File: src/rtl/serial_paralelo_rx.sv
// Receive-side deserializer: aligns a MSB-first bit stream to the COM symbol and,
// once locked, delivers one recovered byte every 8 bit clocks with a payload flag.
module serial_paralelo_rx #(
  parameter logic [7:0]  COM_SYMBOL = 8'hBC,
  parameter int unsigned BC_NEEDED  = 4
) (
  input  logic       clk_32f,
  input  logic       reset,
  input  logic       serial_in,
  output logic [7:0] data_out,
  output logic       valid_out,
  output logic       byte_strobe,
  output logic       active
);

  typedef enum logic [1:0] {
    SEARCH = 2'd0,
    ALIGN  = 2'd1,
    ACTIVE = 2'd2
  } state_t;

  localparam logic [3:0] BC_TARGET = 4'(BC_NEEDED);

  state_t     state_q,     state_d;
  logic [6:0] sr_q,        sr_d;
  logic [2:0] bit_cnt_q,   bit_cnt_d;
  logic [3:0] bc_cnt_q,    bc_cnt_d;
  logic [7:0] data_q,      data_d;
  logic       valid_q,     valid_d;
  logic       strobe_q,    strobe_d;
  logic       active_q,    active_d;

  logic [7:0] cb;
  logic       is_com;
  logic       at_boundary;
  logic [3:0] bc_inc;

  // Candidate byte: the seven previously sampled bits plus the bit on the wire now.
  assign cb          = {sr_q, serial_in};
  assign is_com      = (cb == COM_SYMBOL);
  assign at_boundary = (bit_cnt_q == 3'd7);
  assign bc_inc      = bc_cnt_q + 4'd1;

  // NOTE: every signal gets its hold/default value first so no path leaves it
  // unassigned; that is what keeps this combinational block free of latches.
  always_comb begin
    state_d   = state_q;
    sr_d      = cb[6:0];
    bit_cnt_d = bit_cnt_q + 3'd1;
    bc_cnt_d  = bc_cnt_q;
    data_d    = data_q;
    valid_d   = valid_q;
    strobe_d  = 1'b0;
    active_d  = active_q;

    unique case (state_q)
      SEARCH: begin
        // Bit-by-bit hunt; a match also fixes the byte phase.
        if (is_com) begin
          bit_cnt_d = 3'd0;
          bc_cnt_d  = 4'd1;
          if (BC_TARGET == 4'd1) begin
            state_d  = ACTIVE;
            active_d = 1'b1;
          end else begin
            state_d = ALIGN;
          end
        end
      end

      ALIGN: begin
        if (at_boundary) begin
          if (is_com) begin
            if (bc_inc >= BC_TARGET) begin
              bc_cnt_d = BC_TARGET;
              state_d  = ACTIVE;
              active_d = 1'b1;
            end else begin
              bc_cnt_d = bc_inc;
            end
          end else begin
            // The failing byte is dropped; hunting resumes with the next bit.
            state_d  = SEARCH;
            bc_cnt_d = 4'd0;
          end
        end
      end

      ACTIVE: begin
        if (at_boundary) begin
          data_d   = cb;
          valid_d  = !is_com;
          strobe_d = 1'b1;
        end
      end

      default: begin
        state_d = SEARCH;
      end
    endcase
  end

  // NOTE: state registers use non-blocking assignments so every flop samples the
  // pre-edge values, independent of statement order inside the block.
  always_ff @(posedge clk_32f) begin
    if (reset) begin
      state_q   <= SEARCH;
      sr_q      <= '0;
      bit_cnt_q <= '0;
      bc_cnt_q  <= '0;
      data_q    <= '0;
      valid_q   <= 1'b0;
      strobe_q  <= 1'b0;
      active_q  <= 1'b0;
    end else begin
      state_q   <= state_d;
      sr_q      <= sr_d;
      bit_cnt_q <= bit_cnt_d;
      bc_cnt_q  <= bc_cnt_d;
      data_q    <= data_d;
      valid_q   <= valid_d;
      strobe_q  <= strobe_d;
      active_q  <= active_d;
    end
  end

  assign data_out    = data_q;
  assign valid_out   = valid_q;
  assign byte_strobe = strobe_q;
  assign active      = active_q;

endmodule

File: config.mk
export PLATFORM = sky130hd
export DESIGN_NAME = serial_paralelo_rx
export DESIGN_NICKNAME = d
export VERILOG_FILES = /design/src/rtl/serial_paralelo_rx.sv
export SDC_FILE = /design/constraint.sdc
export NUM_CORES = 1
export LEC_CHECK = 0
export ABC_AREA = 1
export CAP_MARGIN = 10
export CORE_MARGIN = 1.5
export CORE_UTILIZATION = 40
export DETAILED_ROUTE_END_ITERATION = 7
export PLACE_DENSITY = 0.71
export SLEW_MARGIN = 20
export SYNTH_ARGS = -nofsm -noshare
export SYNTH_HDL_FRONTEND = slang
export SYNTH_SLANG_ARGS = --single-unit
File: constraint.sdc
create_clock -name clk_32f -period 1.37 [get_ports clk_32f]
set_clock_uncertainty 0.05 [all_clocks]
set_input_delay 0.274 -clock clk_32f [delete_from_list [all_inputs] [get_ports clk_32f]]
set_output_delay 0.274 -clock clk_32f [all_outputs]
set_load 0.1 [all_outputs]
After elaboration in Yosys (flattened, before gate mapping)
Cells that the tools add are included.

Add/subtract/negate cells: 2. Magnitude comparators: 1. Equal/unequal tests: 7. Muxes and demuxes: 13. Bitwise logic cells: 1. Reduce and logical (&&, ||, !) cells: 8.

Operators by type and width (number): 2-to-1 mux 4 bit (4); equality test 8 bit (second input constant) (1); 2-to-1 mux 2 bit (4); one-hot mux 4 bit (2 select lines) (1); AND reduction 4 bit (2); 2-to-1 mux 3 bit (2); one-hot mux 2 bit (3 select lines) (1); adder 4 x 1 -> 4 bit (second input constant) (1); >= comparator 4 x 3 -> 1 bit (second input constant) (1); inequality test 2 bit (second input constant) (2); adder 3 x 1 -> 3 bit (second input constant) (1); equality test 3 bit (second input constant) (1); inequality test 3 bit (second input constant) (1); AND reduction 3 bit (1); equality test 2 x 1 -> 1 bit (second input constant) (1); equality test 2 bit (second input constant) (1); zero test 2 bit (1); AND reduction 2 bit (1); nonzero test 2 bit (1); OR reduction 2 bit (1); zero test 1 bit (1); 2-to-1 mux 1 bit (1); inverter 1 bit (1).

Register bits after elaboration: 27. Bits of input ports: 3. Output and inout port bits: 11. Logic and storage cells: 40.

Logic depth before layout (Yosys ltp)
Depth after elaboration: 6. Mapped depth: 11. Mapped depth without buffers: 11.

Worst setup path after synthesis
Ideal clock, no wire load.

Path type: register -> register. From: reg data_out[0] (netlist name). To: reg data_q[0] (netlist: data_out[0]). Library setup time: 0.071 ns. Arrival: 1.245 ns. Path slack: 0.004 ns. Cell stages (with the launch flop): 3. Path buffers: 0. Cells stage by stage: dfxtp_1 o21ai_0 a21oi_1.

RTL lines: end signal: assignment (line 120) `data_q <= data_d;`; end: declaration (line 28) `logic [7:0] data_q, data_d;`.

Worst setup path after layout
From: reg bc_cnt_q[1]. To: reg state_q[0].

Cells in the longest elaborated chain, start to end: 4.

RTL lines: start: declaration (line 27) `logic [3:0] bc_cnt_q, bc_cnt_d;`; start signal: assignment (line 119) `bc_cnt_q <= bc_cnt_d;`; adder 4 x 1 -> 4 bit (line 42) `assign bc_inc = bc_cnt_q + 4'd1;`; >= comparator 4 x 3 -> 1 bit (line 74) `if (bc_inc >= BC_TARGET) begin`; inequality test 3 bit (no line); AND reduction 4 bit (no line); end signal: assignment (line 116) `state_q <= state_d;`; end: declaration (line 24) `state_t state_q, state_d;`.

Every way passes these cells. A chain may end at the register's enable or synchronous reset.

==> run summary <==
The run finished with clean final reports. The depth of the worst hold-timing path came out at 2. During placement, the flow inserted port buffers numbering 13. In this run the cell area of the synthesized design comes to 1110 µm². TritonCTS built the clock tree. The cell total after placement came out at 179. For this run, the number of Yosys warnings is 0. The count of final max-slew check failures came out at 0. The final route contains 922 vias. The maximum clock path buffer count is 2.

The final instance count without filler cells came out at 189. The overall power consumption is 1.20 mW. For the pin with the worst max-slew slack, the measured transition is 0.426 ns.

By startpoint and endpoint, the worst setup path is classified as reg -> reg. The worst slew slack as a fraction of its limit is 71.6%. The number of violations reported at the end of detailed-routing iteration 0 came out at 16.

The worst endpoint data arrival time is ~1.5 ns. The number of cells on the worst reg-to-reg path is 11. The worst setup path is captured at a flip-flop.

The final number of setup-violating endpoints is 0. For this design, the slowest cell found on the critical path is sky130_fd_sc_hd__dfxtp_4. After routing the design area is ~1600 µm².

The global routing usage on met3 came out at 1.63%. The distinct cell type count of the synthesized netlist came out at 20. The initial utilization of the core area, before any placement, comes to 43.8%.

The die height came out at 55.8 µm. The total wire length is 2.37 mm. CTS built an H-tree with a depth of 1. The worst-case IR drop observed on VDD is 0.701 mV. The post-detailed-placement cell area is 1440 µm². The number of fill cells in the layout is 196. The global placer's final weighted congestion is 0.829. The most numerous cell on the critical path is sky130_fd_sc_hd__nand2_2.

The number of buffers inserted for hold repair after clock tree synthesis is 0. In the final layout, the share of cells above drive strength 1 is a little under half. Row generation in the floorplan step produced 18 rows.

The number of antenna diodes in the final layout is 0. The full die area came out at 3110 µm². The number of buffers and inverters on the critical path is 1. The placed wire-length estimate after detailed placement came out at 1.59 mm. Derived from the worst setup path, the maximum achievable clock frequency is 733 MHz. The net count of the finished layout came out at 166. In the routed design, unresolved DRC markers number 0. The die is 55.8 µm wide. The growth of design area from synthesis to finish came out at 47.8%.

The via-per-instance ratio came out at between 4 and 5. The count of clock tree sinks is 27. Clock-pin slew was measured on the worst setup and hold paths at 0.14 ns. The total congestion overflow came out at 0.

The placeable core area is 2540 µm². The share of synthesized area occupied by flip-flops and latches is 48.5%. Counting the buffers created by CTS gives 3. The detail route stage leaves a number of antenna-violating nets equal to 0. In this run the power density over the cells is 729 nW/µm². CTS placed an instance of sky130_fd_sc_hd__clkbuf_4 at the clock tree root. The net count of the mapped netlist came out at 138. The final standard cell utilization of the core is around 65%.

The layer flagged by global routing as most heavily used is met2. The synthesized instance count is 132. The detailed-router iteration count before antenna repair is 4. The pin count of the biggest net entering global routing is 15. The number of antenna violations at the first check in global routing is 0. Global routing used 16.8% of the available met1 tracks. The via count of the first global-routing pass is 982.

The average footprint of a synthesized cell came out at ~8.4 µm². In this run the count of I/O pins placed on the die edge is 14. Global routing used about 29% of the available met2 tracks. The post-route fraction of the period consumed by the critical path came out at 99.6%. The static leakage is a little under 0.7 nW. The max-cap violation count is 0. The largest single stage delay on the critical path is 0.39 ns. The worst-skew pair later-pin latency is 0.31 ns.

For the finished layout, the period the worst path requires is 1.37 ns. The wire length of the first global-routing pass came out at 3.88 mm. The final hold violation count is 0. Setup repair after global routing could not meet its margin everywhere.

The tightest min-delay check is of the reg -> reg type. The worst setup path is launched from a flip-flop. In this run, synthesis produced a sequential element count of 27. The total negative slack came out at 0 ns.

The overall routing resource usage is between 10% and 20%. In the final routed layout, each cell accounts on average for 12.5 µm. The required time of the worst setup path came out at 1.54 ns. The critical path goes through ha_4 -> inv_2 -> nand2_2 -> nand2_2 -> nand2_2 -> nor2_4 -> nand2_2 -> nand2_2 -> nand2_2 -> nand2_2 -> nor2_2.

The cell depth of the worst setup path is 11. The kind of cell with the highest combined delay on the critical path is simple AND/OR/NAND/NOR gates. The critical-path maximum fanout is 3.
path summary, 6_finish.rpt:
check	start	endpoint	slack [ns]
worst max-delay path	bc_cnt_q[1]$_SDFFE_PP0P_	state_q[0]$_SDFFE_PP0P_	0.005
worst max register to register	bc_cnt_q[1]$_SDFFE_PP0P_	state_q[0]$_SDFFE_PP0P_	0.005
worst min-delay path	sr_q[5]$_SDFF_PP0_	sr_q[6]$_SDFF_PP0_	0.40
worst min register to register	sr_q[5]$_SDFF_PP0_	sr_q[6]$_SDFF_PP0_	0.40
through the flow:
| step | hold slack [ns] | setup WS, ns |
|---|---|---|
| after floorplan | 0.293 | 0.00442 |
| after detailed placement | 0.381 | -0.227 |
| after global placement | 0.373 | -0.151 |
| after CTS | 0.400 | -0.000854 |
| after global routing | 0.423 | -0.0807 |
| final | 0.399 | 0.00494 |
kinds of logic (layout without fill, tap and decap cells):
kind of cell	count (synthesis)	count (layout)	synth area share, %
adders and majority gates	3	3	3.37
DFF	27	27	48.5
buffers and inverters	22	49	8.20
and+or+nand+nor	56	56	29.1
AOI/OAI and AO/OA	24	24	10.8
where the power goes:
part           total, mW  internal [mW]  switching, mW
clock              0.338          0.114          0.225
sequential         0.804          0.796        0.00820
combinational     0.0574         0.0254         0.0321
total               1.20          0.935          0.265
worst register-to-register path, stage by stage (launching register included):
cell and delay [ns]:
sky130_fd_sc_hd__dfxtp_4 0.39, sky130_fd_sc_hd__ha_4 0.16, sky130_fd_sc_hd__inv_2 0.05, sky130_fd_sc_hd__nand2_2 0.04, sky130_fd_sc_hd__nand2_2 0.07, sky130_fd_sc_hd__nand2_2 0.06
sky130_fd_sc_hd__nor2_4 0.14, sky130_fd_sc_hd__nand2_2 0.06, sky130_fd_sc_hd__nand2_2 0.09, sky130_fd_sc_hd__nand2_2 0.06, sky130_fd_sc_hd__nand2_2 0.06, sky130_fd_sc_hd__nor2_2 0.05
cell type report:
cell class,instances,area [µm²],area share (%)
clock buffer,4,26.3,1.60
inverter,19,73.8,4.49
multi-input combinational,83,574,34.9
sequential,27,547,33.2
tap,30,37.5,2.28
timing repair buffer,26,387,23.5
cell usage after synthesis:
cell type | number | share of area, %
sky130_fd_sc_hd__nand2_2 | 10 | 5.6
sky130_fd_sc_hd__o21ai_1 | 4 | 1.8
sky130_fd_sc_hd__nand3_4 | 1 | 1.6
sky130_fd_sc_hd__nand3_2 | 2 | 1.8
sky130_fd_sc_hd__dfxtp_1 | 27 | 49
sky130_fd_sc_hd__nor2_8 | 1 | 1.8
sky130_fd_sc_hd__inv_1 | 14 | 4.7
sky130_fd_sc_hd__a21oi_1 | 12 | 5.4
sky130_fd_sc_hd__ha_1 | 3 | 3.4
sky130_fd_sc_hd__nor2_4 | 3 | 3.0
sky130_fd_sc_hd__nand2_4 | 1 | 1.0
sky130_fd_sc_hd__o21ai_0 | 8 | 3.6
sky130_fd_sc_hd__nand2_1 | 10 | 3.4
sky130_fd_sc_hd__nor2_1 | 18 | 6.1
sky130_fd_sc_hd__nand3_1 | 7 | 3.1
sky130_fd_sc_hd__buf_6 | 1 | 1.0
sky130_fd_sc_hd__nor2_2 | 3 | 1.7
sky130_fd_sc_hd__clkbuf_1 | 1 | 0.34
sky130_fd_sc_hd__buf_2 | 1 | 0.45
sky130_fd_sc_hd__inv_2 | 5 | 1.7
layer usage:
metal / share of wire, % / wire length (µm)
met4: 1.1 / 27
met3: 1.8 / 43
met1: 43 / 1020
met5: 0 / 0
met2: 54 / 1280
sequential cells by signal, summed over array words and instances, names as in the netlist:
name,cells
bit_cnt_q,3
bc_cnt_q,4
sr_q,7
active,1
valid_out,1
data_out,8
byte_strobe,1
state_q,2
what timing repair did:
item                                    in CTS  in global routing
cloned                                       1                  0
endpoints found under the setup margin      10                 12
setup buffers                                1                  4
resized for setup                           16                 19
pin swaps                                    3                 12
cell usage in the layout (no fill, tap or decap), types with 4 or more instances in the layout:
cell type                 synthesis  routed
sky130_fd_sc_hd__a21oi_1         12       7
sky130_fd_sc_hd__nand2_1         10       6
sky130_fd_sc_hd__nor2_1          18      17
sky130_fd_sc_hd__buf_12           0      12
sky130_fd_sc_hd__nor2_2           3       4
sky130_fd_sc_hd__nand2_2         10      14
sky130_fd_sc_hd__inv_1           14      13
sky130_fd_sc_hd__a21oi_2          0       5
sky130_fd_sc_hd__buf_4            0       8
sky130_fd_sc_hd__inv_2            5       5
sky130_fd_sc_hd__nand3_1          7       6
sky130_fd_sc_hd__o21ai_1          4       9
sky130_fd_sc_hd__dfxtp_1         27      24
Note: power is estimated with default switching activity, not from simulation.
